**config.mk**
```make
export PLATFORM = sky130hd
export DESIGN_NAME = line_compositor
export DESIGN_NICKNAME = d
export VERILOG_FILES = /design/src/rtl/sprite_pkg.sv /design/src/rtl/line_compositor_layer_priority_sel.sv /design/src/rtl/line_compositor.sv
export SDC_FILE = /design/constraint.sdc
export NUM_CORES = 1
export LEC_CHECK = 0
export CORE_UTILIZATION = 40
export CTS_BUF_LIST = sky130_fd_sc_hd__clkbuf_8 sky130_fd_sc_hd__clkbuf_16
export DETAILED_ROUTE_END_ITERATION = 12
export PLACE_DENSITY = 0.86
export SETUP_SLACK_MARGIN = 0.4
export SLEW_MARGIN = 10
export SYNTH_ARGS = -nofsm -noshare
export SYNTH_HDL_FRONTEND = slang
export SYNTH_HIERARCHICAL = 1
export SYNTH_SLANG_ARGS = --single-unit
export TNS_END_PERCENT = 5
```
**constraint.sdc**
```tcl
create_clock -name Clk50 -period 3.9 [get_ports Clk50]
set_clock_uncertainty 0.1 [all_clocks]
set_input_delay 0.585 -clock Clk50 [delete_from_list [all_inputs] [get_ports Clk50]]
set_output_delay 0.585 -clock Clk50 [all_outputs]
set_load 0.01 [all_outputs]
```
**src/rtl/sprite_pkg.sv**
```systemverilog
// Shared sprite/compositor types and constants.
// Imported by line_compositor and layer_priority_sel.
package sprite_pkg;

  typedef enum logic [1:0] {
    RUNNER,
    SCORE,
    CLOUD,
    HORIZON
  } layer_e;

  typedef enum logic [1:0] {
    IDLE,
    SWEEP,
    DRAIN
  } lc_state_e;

  localparam int          H_ACTIVE_C     = 640;
  localparam int          V_LINES_C      = 525;
  localparam logic [3:0]  TRANSP_IDX_C   = 4'h0;
  localparam logic [3:0]  BG_IDX_C       = 4'hF;
  localparam logic [17:0] DEFAULT_ADDR_C = 18'd20;

  typedef struct packed {
    logic [9:0] x;
    logic [9:0] y;
    logic       valid;
  } pix_t;

endpackage

```
**src/rtl/line_compositor_layer_priority_sel.sv**
```systemverilog
// Layer priority select: runner > score > cloud > horizon.
// Purely combinational; shared with the read-side collision path.
module layer_priority_sel
  import sprite_pkg::*;
(
  input  logic [3:0]  hit,
  input  logic [17:0] addr_runner,
  input  logic [17:0] addr_score,
  input  logic [17:0] addr_cloud,
  input  logic [17:0] addr_horizon,
  output logic [17:0] rom_addr,
  output logic        sel_valid
);

  layer_e layer;

  always_comb begin
    layer     = HORIZON;
    sel_valid = 1'b1;
    priority case (1'b1)
      hit[3]:  layer = RUNNER;
      hit[2]:  layer = SCORE;
      hit[1]:  layer = CLOUD;
      hit[0]:  layer = HORIZON;
      default: sel_valid = 1'b0;
    endcase
  end

  always_comb begin
    rom_addr = DEFAULT_ADDR_C;
    if (sel_valid) begin
      unique case (layer)
        RUNNER:  rom_addr = addr_runner;
        SCORE:   rom_addr = addr_score;
        CLOUD:   rom_addr = addr_cloud;
        HORIZON: rom_addr = addr_horizon;
        default: rom_addr = DEFAULT_ADDR_C;
      endcase
    end
  end

endmodule

```
**src/rtl/line_compositor.sv**
```systemverilog
// Per-scanline write sweep into frame_buffer with sprite layering.
// Optional macro LINE_COMPOSITOR_BORDER_EN paints a debug border (index 1).
module line_compositor
  import sprite_pkg::*;
#(
  parameter int         H_ACTIVE   = H_ACTIVE_C,
  parameter int         V_LINES    = V_LINES_C,
  parameter int         ROM_LAT    = 1,
  parameter logic [3:0] TRANSP_IDX = TRANSP_IDX_C,
  parameter logic [3:0] BG_IDX     = BG_IDX_C
)(
  input  logic        Clk50,
  input  logic        Reset_n,
  input  logic        row_start,
  input  logic [3:0]  hit,
  input  logic [17:0] addr_runner,
  input  logic [17:0] addr_score,
  input  logic [17:0] addr_cloud,
  input  logic [17:0] addr_horizon,
  input  logic [3:0]  rom_data,
  output logic [9:0]  query_x,
  output logic [9:0]  query_y,
  output logic [17:0] rom_addr,
  output logic        wr_en,
  output logic [9:0]  wr_x,
  output logic [9:0]  wr_y,
  output logic [3:0]  wr_data,
  output logic        buf_select,
  output logic        busy,
  output logic        line_done,
  output logic        overrun
);

  lc_state_e state, state_n;
  logic [9:0] qx, qx_n;
  logic [9:0] qy, qy_n;
  logic       bsel, bsel_n;
  logic [1:0] dcnt, dcnt_n;
  logic       sel_valid;

  pix_t [ROM_LAT-1:0] pipe;
  logic [ROM_LAT-1:0] sel_d;
  pix_t               last;

  layer_priority_sel u_sel (
    .hit          (hit),
    .addr_runner  (addr_runner),
    .addr_score   (addr_score),
    .addr_cloud   (addr_cloud),
    .addr_horizon (addr_horizon),
    .rom_addr     (rom_addr),
    .sel_valid    (sel_valid)
  );

  always_comb begin
    state_n = state;
    qx_n    = qx;
    qy_n    = qy;
    bsel_n  = bsel;
    dcnt_n  = dcnt;
    unique case (state)
      IDLE: begin
        if (row_start) begin
          bsel_n  = ~bsel;
          qy_n    = (qy == 10'(V_LINES - 1)) ? 10'd0
                                             : qy + 10'd1;
          qx_n    = 10'd0;
          state_n = SWEEP;
        end
      end
      SWEEP: begin
        if (qx == 10'(H_ACTIVE - 1)) begin
          state_n = DRAIN;
          dcnt_n  = 2'd0;
        end else begin
          qx_n = qx + 10'd1;
        end
      end
      DRAIN: begin
        if (dcnt == 2'(ROM_LAT - 1)) state_n = IDLE;
        else                         dcnt_n  = dcnt + 2'd1;
      end
      default: state_n = IDLE;
    endcase
  end

  always_ff @(posedge Clk50 or negedge Reset_n) begin
    if (!Reset_n) begin
      state <= IDLE;
      qx    <= '0;
      qy    <= '0;
      bsel  <= 1'b0;
      dcnt  <= '0;
    end else begin
      state <= state_n;
      qx    <= qx_n;
      qy    <= qy_n;
      bsel  <= bsel_n;
      dcnt  <= dcnt_n;
    end
  end

  // Delay line matches the spriteROM read latency.
  always_ff @(posedge Clk50 or negedge Reset_n) begin
    if (!Reset_n) begin
      pipe  <= '0;
      sel_d <= '0;
    end else begin
      pipe[0]  <= '{x: qx, y: qy, valid: (state == SWEEP)};
      sel_d[0] <= sel_valid;
      for (int i = 1; i < ROM_LAT; i++) begin
        pipe[i]  <= pipe[i-1];
        sel_d[i] <= sel_d[i-1];
      end
    end
  end

  assign last = pipe[ROM_LAT-1];

  always_comb begin
    wr_data = BG_IDX;
    if (sel_d[ROM_LAT-1] && rom_data != TRANSP_IDX)
      wr_data = rom_data;
`ifdef LINE_COMPOSITOR_BORDER_EN
    if (last.valid &&
        (last.x == 10'd0 ||
         last.x == 10'(H_ACTIVE - 1) ||
         last.y == 10'd0 ||
         last.y == 10'd479))
      wr_data = 4'h1;
`endif
  end

  assign query_x    = qx;
  assign query_y    = qy;
  assign wr_en      = last.valid;
  assign wr_x       = last.x;
  assign wr_y       = last.y;
  assign buf_select = bsel;
  assign busy       = (state != IDLE);
  assign line_done  = (state == DRAIN) &&
                      (dcnt == 2'(ROM_LAT - 1));
  assign overrun    = row_start && busy;

endmodule
```
* After elaboration in Yosys (flattened, before gate mapping) *
Index checks and enable logic that the tools add are counted.

storage, ports and cells
  register bits = 47
  logic and storage cells = 60
  input bits = 83
  output and inout port bits = 67

operators by class
  equality and inequality tests = 12
  reductions and logical operators = 14
  add/subtract/negate cells = 3
  multiplexer cells = 21
  bitwise gates (word level) = 1

operator list
  operator                                        number
  case mux 18 bit (4 select lines)                1
  2-to-1 mux 10 bit                               3
  adder 10 x 1 -> 10 bit (second input constant)  2
  == test 10 bit (second input constant)          2
  case mux 10 bit (2 select lines)                1
  2-to-1 mux 18 bit                               1
  2-to-1 mux 2 bit                                7
  inequality test 2 bit (second input constant)   5
  AND reduction 3 bit                             3
  == test 2 bit (second input constant)           3
  zero test 2 bit                                 3
  case mux 2 bit (3 select lines)                 1
  nonzero test 2 bit                              3
  2-to-1 mux 1 bit                                5
  == test 2 x 1 -> 1 bit (second input constant)  2
  2-to-1 mux 4 bit                                1
  case mux 2 bit (2 select lines)                 1
  nonzero test 4 bit                              1
  logical AND 1 bit                               3
  adder 2 x 1 -> 2 bit (second input constant)    1
  AND reduction 2 bit                             1
  NOT 1 bit                                       1

* Longest topological paths before layout *
  depth after elaboration = 6
  depth in mapped cells = 6
  gate-level depth less buffers = 6

* Hierarchy *
The synthesis kept the hierarchy.

by module, submodules not included
  module              area an instance (µm²)  cells each  times used  sequential area each (µm²)
  line_compositor     1920.6                  162         1           1176.1
  layer_priority_sel  496.7                   69          1           0.0

* Least setup slack after synthesis *
No wires, ideal clock.

  path kind = in2out
  start point = input hit[2]
  end point = output rom_addr[2]
  required time = 3.215 ns
  arrival time = 1.336 ns
  path buffers = 2
  stages on the path = 4
  setup slack = 1.879 ns
  cells stage by stage = nor2b_1 -> buf_2 -> buf_6 -> a222oi_1

between the ends
  longest elaborated chain between the ends = 5
  elaborated cells between the ends (all ways) = 10
  those cells by class = 3 x eq/ne; 6 x mux; 1 x reduce/logical

ends and longest elaborated chain
  what                                         RTL line                                  source
  start, declared                              line_compositor.sv:15                     input logic [3:0] hit,
  2-to-1 mux 2 bit (2 in a row)                line_compositor_layer_priority_sel.sv:20  priority case (1'b1)
  == test 2 bit, or another cell as far along  line_compositor_layer_priority_sel.sv:32  unique case (layer)
  case mux 18 bit (4 select lines)             line_compositor_layer_priority_sel.sv:32
  2-to-1 mux 18 bit (*)                        line_compositor_layer_priority_sel.sv:31  if (sel_valid) begin
  end, declared                                line_compositor.sv:23                     output logic [17:0] rom_addr,

Every way passes the cells marked *; elsewhere a longest branch is shown, timed or not.

* Worst setup path in the final report *
  start point = input hit[1]
  end point = output rom_addr[1]

between the ends
  longest elaborated chain between the ends = 6
  elaborated cells between the ends (all ways) = 12
  those cells by class = 3 x eq/ne; 8 x mux; 1 x reduce/logical

ends and longest elaborated chain
  what                                         RTL line
  2-to-1 mux 1 bit                             line_compositor_layer_priority_sel.sv:20
  2-to-1 mux 2 bit (2 in a row)                line_compositor_layer_priority_sel.sv:20
  == test 2 bit, or another cell as far along  line_compositor_layer_priority_sel.sv:32
  case mux 18 bit (4 select lines)             line_compositor_layer_priority_sel.sv:32
  2-to-1 mux 18 bit (*)                        line_compositor_layer_priority_sel.sv:31

Marked as above.

==> impl_results.md <==
- Run status: finished, final reports clean
- Synthesized area: 2417 sq um
- Crit-path max cell delay: 740 ps
- Total power: 1991 uW
- Most used cell, CP: clkdlybuf4s50_1
- Pins Over Slew Limit: 0
- Worst setup margin: between 600 and 700 ps
- Clock sinks: 47
- Post-synthesis mux area share: 0.07453
- Hold Vio Cnt, Final: 0
- Post-Synth XOR/XNOR Area: 0.02899
- Placer Congestion: 0.9568
- Antenna viol nets, final: 0
- Hold Crit Class: input pin to async pin
- CP max-delay cell: o21ai_1
- Post-Synth Adder-Cell Area: 0.02070
- Util after Layout: 0.7194
- Synth Area per Inst: 10.46 sq um
- Yosys reg bits: 47
- Final Cycle Share: 0.8446
- WP buf/inv: 2
- Leak pwr: 0.001700 uW
- Dpl ws: 622.0 ps
- Antenna Cells: 0
- Clk pin slew, worst setup/hold paths: approximately 90 ps
- Hpwl dp: between 6 and 7 mm
- Core Rows: 27
- Crit. End Element: output pin
- Per-cell routed wire length: 17.72 microns
- Required time worst endpoint: between 3000 and 4000 ps
- Top FF cell, synth: dfrtp_1
- Unrepaired setup endpoints after global routing: no
- Root Driver: clkbuf_8
- Most common cell after layout, fill and taps aside: clkdlybuf4s50_1
- Net Count, Synth: 318
- CP delay by family, top: buffers and inverters
- Fin crit period: roughly 3300 ps
- Relative slew slack: 0.3430
- Seq/Total Area, Yosys: 0.4865
- PwrDens: 487.7 nW/um^2
- Global-route wire length before repair: ~12 mm
- Chip height: 79.74 microns
- Unique masters post-synth: 42
- Arr. time, crit path: 2610 ps
- DRC: 0
- Overflow after GRT: 0
- CORE AREA: between 5000 and 6000 sq um
- Slew of the pin with the lowest slew margin: 985.5 ps
- CTS resizes: 0
- Startpoint Class: input pin
- Vias: ~2500
- Die Area: 6358 sq um
- Die width: 79.74 microns
- P&R area growth vs syn: 68.89%
- Endpoints failing setup: 0
- VDD IR max: 416.9 uV
- Initial antenna violation count: 0
- Clk_lat worst skew: 310 ps
- Crit Path Max Fanout: 16
- Setup TNS: 0 ps
- Post-synthesis simple-gate area fraction: 0.1506
- Pin count of the biggest net entering global routing: 48
- Initial core utilization: 0.4259
- Gate Count Post-Synth: 231
- H-tree levels: 2
- Port Buf Inserts: 149
- Layout cells sized above 1: 0.06037
- Initial DRC Count: 139
- Number of synthesized flops with an enable pin: 0
- Total of max-cap violations: 0
- 1st-pass router iterations: 4
- Post-DR vias/cell: 5.563
- Vias in the first global route: 2473
- Top Ports: 150
- Post-CTS Setup Bufs: 0
- Synth Area in Compound Gates: 0.1925
- Hold buffers post-CTS: 0
- Async SR Flop Fraction: 1.000
- Total GRT Usage: 0.2549
- Most frequent cells in the layout: clkdlybuf4s50_1 (148), dfrtp_1 (47), mux2i_1 (18)
- Ys Warns: 6
- Peak Freq: a little over 300 MHz
- CTS max path bufs: 2
- CTS tree: yes
- Layout Nets: 467
- Worst setup path class: input pin to output pin
- Largest family of logic cells by synthesized area: compound AO/OA/AOI/OAI gates
- Cts bufs inserted: 5
- Post-Route WL: between 8 and 9 mm
- Crit-path cells: clkdlybuf4s50_1 -> o21ai_1 -> o21ai_0 -> clkdlybuf4s50_1
## metrics by stage
stage	cell area, sq um	hold WS [ps]	cells
after detailed placement	3950	342.6	445
after global placement	3950	334.1	445
after floorplan	2417	189.4	231
after CTS	4083	362.1	453
final	4083	338.1	453
after global routing	4083	381.9	453
## kinds of logic after synthesis
logic type	count (synthesis)
DFF	47
xor gates and xnor gates	8
and+or+nand+nor	61
muxes	18
AOI/OAI and AO/OA	72
buffers and inverters	21
adders and majority gates	4
## worst paths after layout
path,startpoint,end,slack [ps],cells past startpoint
min reg2reg,query_x[1]$_DFFE_PN0P_,wr_x[1]$_DFF_PN0_,360,0
max reg2reg,state[0]$_DFFE_PN0P_,query_y[9]$_DFFE_PN0P_,1920,4
max,hit[1],rom_addr[1],610,4
min,Reset_n,wr_x[8]$_DFF_PN0_,340,1
min in group Clk50,query_x[1]$_DFFE_PN0P_,wr_x[1]$_DFF_PN0_,360,0
max in group asynchronous,Reset_n,query_y[1]$_DFFE_PN0P_,2750,1
## Yosys cell counts (3+ instances only)
cell type  count  area [sq um]
dfrtp_1       47          1176
mux2i_1       18         180.2
nand2_1       17         63.81
o21ai_0       17         85.08
a22oi_1       16         120.1
o21ai_1       11         55.05
inv_1          9         33.78
nand3_1        9         45.04
a21oi_1        8         40.04
buf_2          8         40.04
nor2_1         6         22.52
or2_2          5         31.28
ha_1           4         50.05
nand4_1        4         25.02
nor3_1         4         20.02
o31ai_1        4         30.03
xnor2_1        4         35.03
xor2_1         4         35.03
buf_6          3         33.78
o41ai_1        3         26.28
## final cells by class
| cell class | count | area, sq um |
|---|---|---|
| fill | 428 | 1593 |
| inverter | 10 | 37.54 |
| clock buffer | 5 | 68.82 |
| timing repair buffer | 153 | 1516 |
| clock inverter | 3 | 63.81 |
| sequential | 47 | 1176 |
| tap | 72 | 90.09 |
| multi-input combinational | 163 | 1130 |
## flip-flops by register name, summed over array words and instances, names as in the netlist
name / flops
query_x: 10
dcnt: 2
state: 2
sel_d: 1
buf_select: 1
wr_en: 1
query_y: 10
wr_x: 10
wr_y: 10
## per-layer routing
metal	up-vias	track usage	wire, microns
li1	1155	-	-
met3	33	0.06057	574
met5	-	0	0
met2	148	0.4812	4354
met1	1184	0.2326	2558
met4	0	0.1911	539
## where the power goes
part	internal (uW)	total [uW]	leakage (uW)	switching, uW
Clock	253	411	0.0000695	158
Sequential	626	776	0.000588	150
Combinational	459	804	0.00104	344
Total	1340	1990	0.00170	652
Power figures use the tool's default switching activity.
